[src/rtl/bus_pkg.sv]
// Shared definitions for the bus read path.
//   N_SRC / W / SEL_W : number of bus sources, data width, encoded index width
//   bus_rd_state_t    : read controller state encoding
//   R0..R15, HI, LO, ZHI, ZLO, PC, MDR, INPORT, C : bus source indices
package bus_pkg;

    localparam int N_SRC = 24;
    localparam int W     = 32;
    localparam int SEL_W = 5;

    typedef enum logic [1:0] {
        BUS_IDLE    = 2'd0,
        BUS_CAPTURE = 2'd1,
        BUS_DRIVE   = 2'd2,
        BUS_ERR     = 2'd3
    } bus_rd_state_t;

    localparam int R0     = 0;
    localparam int R1     = 1;
    localparam int R2     = 2;
    localparam int R3     = 3;
    localparam int R4     = 4;
    localparam int R5     = 5;
    localparam int R6     = 6;
    localparam int R7     = 7;
    localparam int R8     = 8;
    localparam int R9     = 9;
    localparam int R10    = 10;
    localparam int R11    = 11;
    localparam int R12    = 12;
    localparam int R13    = 13;
    localparam int R14    = 14;
    localparam int R15    = 15;
    localparam int HI     = 16;
    localparam int LO     = 17;
    localparam int ZHI    = 18;
    localparam int ZLO    = 19;
    localparam int PC     = 20;
    localparam int MDR    = 21;
    localparam int INPORT = 22;
    localparam int C      = 23;

endpackage

[src/rtl/encoder_24to5.sv]
// Combinational select encoder for the bus read path.
//   sel : N-bit select vector (one-hot expected)
//   idx : index of the lowest set bit (0 when sel is all zero)
//   any : at least one bit of sel is set
//   one : exactly one bit of sel is set
module encoder_24to5 #(
    parameter int N  = 24,
    parameter int IW = 5
) (
    input  logic [N-1:0]  sel,
    output logic [IW-1:0] idx,
    output logic          any,
    output logic          one
);

    // Scan from the top down so the lowest set bit is the last to assign.
    always_comb begin
        idx = '0;
        for (int i = N - 1; i >= 0; i--) begin
            if (sel[i]) begin
                idx = IW'(i);
            end
        end
    end

    assign any = |sel;
    // Clearing the lowest set bit leaves zero only for a single-bit vector.
    assign one = any && ((sel & (sel - N'(1))) == '0);

endmodule

[src/rtl/bus_read_ctrl.sv]
// Bus read controller: captures one of N_SRC register outputs selected by a
// one-hot select and holds it on the bus until the consumer acknowledges.
//   clk       : rising-edge clock
//   clr       : synchronous active-low reset
//   src_data  : flattened sources, source i at [i*W +: W]
//   rd_valid  : request valid          rd_sel  : one-hot source select
//   rd_ready  : controller idle, request can be accepted
//   bus_q     : captured value         bus_idx : encoded index of the source
//   bus_valid : bus_q/bus_idx valid    bus_ack : consumer took bus_q
//   err       : one-cycle pulse on an illegal select
// Build option: BUS_ONEHOT_CHECK_EN -- when defined, zero-hot and multi-hot
// selects are rejected via err; otherwise every select is accepted (lowest
// set bit wins, all-zero reads as 0) and err is tied low.
module bus_read_ctrl #(
    parameter int N_SRC = bus_pkg::N_SRC,
    parameter int W     = bus_pkg::W,
    parameter int SEL_W = bus_pkg::SEL_W
) (
    input  logic               clk,
    input  logic               clr,
    input  logic [N_SRC*W-1:0] src_data,
    input  logic               rd_valid,
    input  logic [N_SRC-1:0]   rd_sel,
    output logic               rd_ready,
    output logic [W-1:0]       bus_q,
    output logic [SEL_W-1:0]   bus_idx,
    output logic               bus_valid,
    input  logic               bus_ack,
    output logic               err
);

    import bus_pkg::*;

    localparam logic [1:0] ST_IDLE    = BUS_IDLE;
    localparam logic [1:0] ST_CAPTURE = BUS_CAPTURE;
    localparam logic [1:0] ST_DRIVE   = BUS_DRIVE;
    localparam logic [1:0] ST_ERR     = BUS_ERR;

    logic [1:0]       state_reg;
    logic [1:0]       state_next;
    logic [N_SRC-1:0] sel_q_reg;
    logic [W-1:0]     bus_q_reg;
    logic [SEL_W-1:0] bus_idx_reg;

    logic [W-1:0]     src_arr [N_SRC];
    logic [N_SRC-1:0] enc_in;
    logic [SEL_W-1:0] enc_idx;
    logic             enc_any;
    logic             enc_one;
    logic             sel_legal;

    generate
        for (genvar gi = 0; gi < N_SRC; gi++) begin : g_src
            assign src_arr[gi] = src_data[gi*W +: W];
        end
    endgenerate

    // One encoder serves both phases: in IDLE it judges the incoming
    // select for legality, in CAPTURE it indexes the latched select.
    assign enc_in = (state_reg == ST_IDLE) ? rd_sel : sel_q_reg;

    encoder_24to5 #(
        .N  (N_SRC),
        .IW (SEL_W)
    ) u_enc (
        .sel (enc_in),
        .idx (enc_idx),
        .any (enc_any),
        .one (enc_one)
    );

`ifdef BUS_ONEHOT_CHECK_EN
    assign sel_legal = enc_one;
    assign err       = (state_reg == ST_ERR);
`else
    logic unused_enc_one;
    assign unused_enc_one = enc_one;
    assign sel_legal      = 1'b1;
    assign err            = 1'b0;
`endif

    always_comb begin
        state_next = state_reg;
        case (state_reg)
            ST_IDLE: begin
                if (rd_valid) begin
                    state_next = sel_legal ? ST_CAPTURE : ST_ERR;
                end
            end
            ST_CAPTURE: state_next = ST_DRIVE;
            ST_DRIVE: begin
                if (bus_ack) begin
                    state_next = ST_IDLE;
                end
            end
            ST_ERR:  state_next = ST_IDLE;
            default: state_next = ST_IDLE;
        endcase
    end

    always_ff @(posedge clk) begin
        if (!clr) begin
            state_reg   <= ST_IDLE;
            sel_q_reg   <= '0;
            bus_q_reg   <= '0;
            bus_idx_reg <= '0;
        end else begin
            state_reg <= state_next;
            if (state_reg == ST_IDLE && rd_valid) begin
                sel_q_reg <= rd_sel;
            end
            // Source data is sampled at the end of CAPTURE, not at request time.
            if (state_reg == ST_CAPTURE) begin
                bus_q_reg   <= enc_any ? src_arr[enc_idx] : '0;
                bus_idx_reg <= enc_idx;
            end
        end
    end

    assign rd_ready  = (state_reg == ST_IDLE);
    assign bus_valid = (state_reg == ST_DRIVE);
    assign bus_q     = bus_q_reg;
    assign bus_idx   = bus_idx_reg;

endmodule
[config.mk]
export PLATFORM = sky130hd
export DESIGN_NAME = bus_read_ctrl
export DESIGN_NICKNAME = d
export VERILOG_FILES = /design/src/rtl/bus_pkg.sv /design/src/rtl/encoder_24to5.sv /design/src/rtl/bus_read_ctrl.sv
export SDC_FILE = /design/constraint.sdc
export NUM_CORES = 1
export LEC_CHECK = 0
export CAP_MARGIN = 5
export CORE_AREA = 4 4 327 329
export DETAILED_ROUTE_END_ITERATION = 10
export DIE_AREA = 0 0 331 333
export SLEW_MARGIN = 5
export SYNTH_ARGS = -nofsm -noshare
export SYNTH_HDL_FRONTEND = slang
export SYNTH_SLANG_ARGS = --single-unit
[constraint.sdc]
create_clock -name clk -period 3.05 [get_ports clk]
set_clock_uncertainty 0.1 [all_clocks]
set_input_delay 0.305 -clock clk [delete_from_list [all_inputs] [get_ports clk]]
set_output_delay 0.305 -clock clk [all_outputs]
set_load 0.01 [all_outputs]
==> impl_results.md <==
* Switching Share at roughly 38%
* Slew Limit Fails at 0
* RSZ-0062 raised after global routing: yes
* Async set-reset flop share out of synthesis at 0%
* Most common cell after layout, fill and taps aside: clkdlybuf4s50_1
* Sequential element share of the synthesized area at about 14%
* FMAX at just over 300 MHz
* Placer Congestion at about 0.91
* Area grow syn2layout at 150%
* Via count at approximately 14,000
* Warnings from Yosys at 0
* Routed Antenna Nets at 0
* Maximum vdd ir drop at 0.194 mV
* Status: finished with violations
* Iteration-0 DRC count of the detailed router at 750
* Post-Syn Area at 9210 µm²
* Crit share post-route at 108%
* Clock-pin slew on the worst setup and hold paths at approximately 0.07 ns
* Clk pwr share at between 10% and 20%
* Port Buffers at 834
* Yosys top cell area share at 22.0%
* Nets at approximately 2,900
* Overall die area at roughly 110,000 µm²
* Pwr dens at between 200 and 300 nW/µm²
* Final core occ at 22.3%
* Post-Syn Instances at between 1,000 and 1,500
* Die height at around 330 µm
* Ports at roughly 840
* Initial Util at ~9%
* Final wirelength at 96,600 µm
* Critical path fanouts, max at 8
* Min-delay worst type: reg2reg
* Vias in the first global route at ~15,000
* Synthesized flop and latch total at 63
* Arr. time, crit path at approximately 3.5 ns
* Failing checks: setup timing
* Seq pwr share at a little over an eighth
* Setup Viol. Count Final at 32
* Combinational power share at approximately 70%
* Share of layout cells above drive strength 1 at 24.8%
* DR vias/cell at roughly 4
* H-tree depth at 3
* Reg area at between 1000 and 1500 µm²
* CTS tree: built
* Crit path kind: reg2reg
* Placeable Area at slightly above 100,000 µm²
* Int Pwr at around 4200 µW
* Most frequent cells in the layout: 834 x clkdlybuf4s50_1, 270 x nand2_1, 163 x buf_4
* Synthesized Nets at 1,893
* FP Rows at 118
* Wire per inst at between 20 and 30 µm
* DP Wirelength at 83,700 µm
* WP data required at 3.20 ns
* Pin count of the biggest net entering global routing at 35
* Final min period at about 3.3 ns
* CTS Buffer Depth at 2
* GRT overflow at 0
* Final Hold Vio Count at 0
* Initial antenna violation count at 50
* First-pass GRT wire length at roughly 120,000 µm
* DRC at 0
* Worst setup SP type: register
* Max reg flops at 32
* Slew HR at between 40 and 50%
* Detailed Routing Iterations Pass 1 at 6
* Setup TNS at -4.49 ns
* Max-cap violations at 0
* Overall global routing resource usage at between 10% and 20%
* Filler Cells Inserted at 11,300
* Yosys top cell by area: mux4_2
* Switch Pwr at roughly 2500 µW
* Clk Latency, worst-skew pair at 0.40 ns
* Synth Area per Inst at between 8 and 9 µm²
* Area occupied by multi-input gates at slightly above 8000 µm²
* Synth top area cells: mux4_2 22%, mux2i_1 18%, dfxtp_1 14%, nand2_1 11%, a32oi_1 2.8%
* TritonCTS buffer count at 9
* Leakage power at 0.00829 µW
* CP Capture Type: register
* Fin cells at ~3,500
* Number of enable flip-flop cells after synthesis at 0
* Placed insts at about 3,400
* Die width at ~330 µm
* Root cell of the clock tree: clkbuf_16
* CTS Sinks at 63
* Final worst-path setup slack at -0.257 ns
* Primary FF master, synth: dfxtp_1
* Synth cell types at 60
* Slew @ Worst Pin at between 0.8 and 0.9 ns
-- logic make-up (layout without fill, tap and decap cells) --
logic type | Yosys count | count (layout) | synth area share, %
other | 1 | 14 | 0.0407
multiplexers | 266 | 266 | 41.2
AO/OA/AOI/OAI | 242 | 242 | 19.5
AND/OR/NAND/NOR | 411 | 411 | 18.9
flip-flops | 63 | 63 | 13.7
buffers and inverters | 114 | 1131 | 6.53
-- path summary, 6_finish.rpt --
check,endpoint,from,slack (ns),cells past startpoint
setup / recovery,bus_q[28],state_reg[1],-0.26,11
hold reg to reg,bus_q[19],bus_q[19],0.37,2
hold / removal,bus_q[19],bus_q[19],0.37,2
setup reg to reg,bus_q[28],state_reg[1],-0.26,11
-- per-stage QoR --
step / worst slack (ns) / hold slack [ns] / power [µW] / instance area (µm²)
4_1_cts: -0.254 / 0.372 / 6750 / 22500
2_1_floorplan: 0.212 / 0.350 / 2690 / 9210
3_3_place_gp: -1.09 / 0.349 / 5070 / 21000
5_1_grt: -0.331 / 0.396 / 7130 / 23100
3_5_place_dp: -1.11 / 0.356 / 5090 / 21000
6_report: -0.257 / 0.366 / 6770 / 23100
-- power by group through the flow --
stage | sequential (µW) | combinational [µW] | clock, µW
2_1_floorplan | 938 | 1760 | 0
3_3_place_gp | 935 | 4140 | 0
3_5_place_dp | 937 | 4150 | 0
4_1_cts | 921 | 4560 | 1260
5_1_grt | 928 | 4960 | 1250
6_report | 923 | 4690 | 1160
-- routing by layer --
metal,GRT usage [%],vias to the layer above,share of wire (%)
li1,-,6248,-
met1,19.2,6797,39
met2,30.9,746,52
met3,3.11,114,6.6
met4,4.61,4,2.4
met5,0,-,0.028
-- critical path: stages (launching register included) --
cell	delay, ns
dfxtp_4	0.38
or4_4	0.55
o31ai_4	0.10
o311ai_4	0.17
a2111oi_4	0.46
nor2_4	0.15
buf_12	0.19
buf_12	0.15
mux2i_4	0.18
mux2i_2	0.11
o211ai_1	0.51
a32oi_2	0.09
-- Yosys cell counts (2+ instances only) --
cell,n
a211oi_2,2
a21boi_0,25
a21oi_1,21
a22oi_1,31
a311o_1,2
a311oi_1,2
a31oi_1,34
a32oi_1,29
and2_1,5
and3_1,4
buf_1,2
buf_2,40
buf_4,19
buf_6,7
clkbuf_1,38
dfxtp_1,63
inv_1,7
mux2_1,2
mux2_2,7
mux2i_1,167
mux4_2,90
nand2_1,273
nand3_1,35
nor2_1,50
nor2b_1,8
nor3_1,8
nor4_1,12
o211a_1,2
o211ai_1,30
o21a_1,2
o21ai_0,6
o21bai_1,5
o22ai_1,32
o31a_1,2
o31ai_1,4
o31ai_2,2
or2_2,2
or4_1,5
-- what timing repair did --
item | in CTS | in global routing
resized for setup | 140 | 92
cloned | 4 | 0
pin swaps | 40 | 49
buffers inserted | 37 | 17
setup endpoints to repair | 32 | 32
hold buffers | 0 | 0
-- final cells by class --
cell class / instances / share of cell area, %
Clock inverter: 6 / 0.184
Tap cell: 1380 / 7.48
Antenna cell: 13 / 0.141
Sequential cell: 63 / 5.49
Timing Repair Buffer: 1107 / 49.5
Inverter: 8 / 0.152
Multi-Input combinational cell: 920 / 36.0
Clock buffer: 10 / 1.04
No activity file was read; power rests on OpenSTA's default activity.
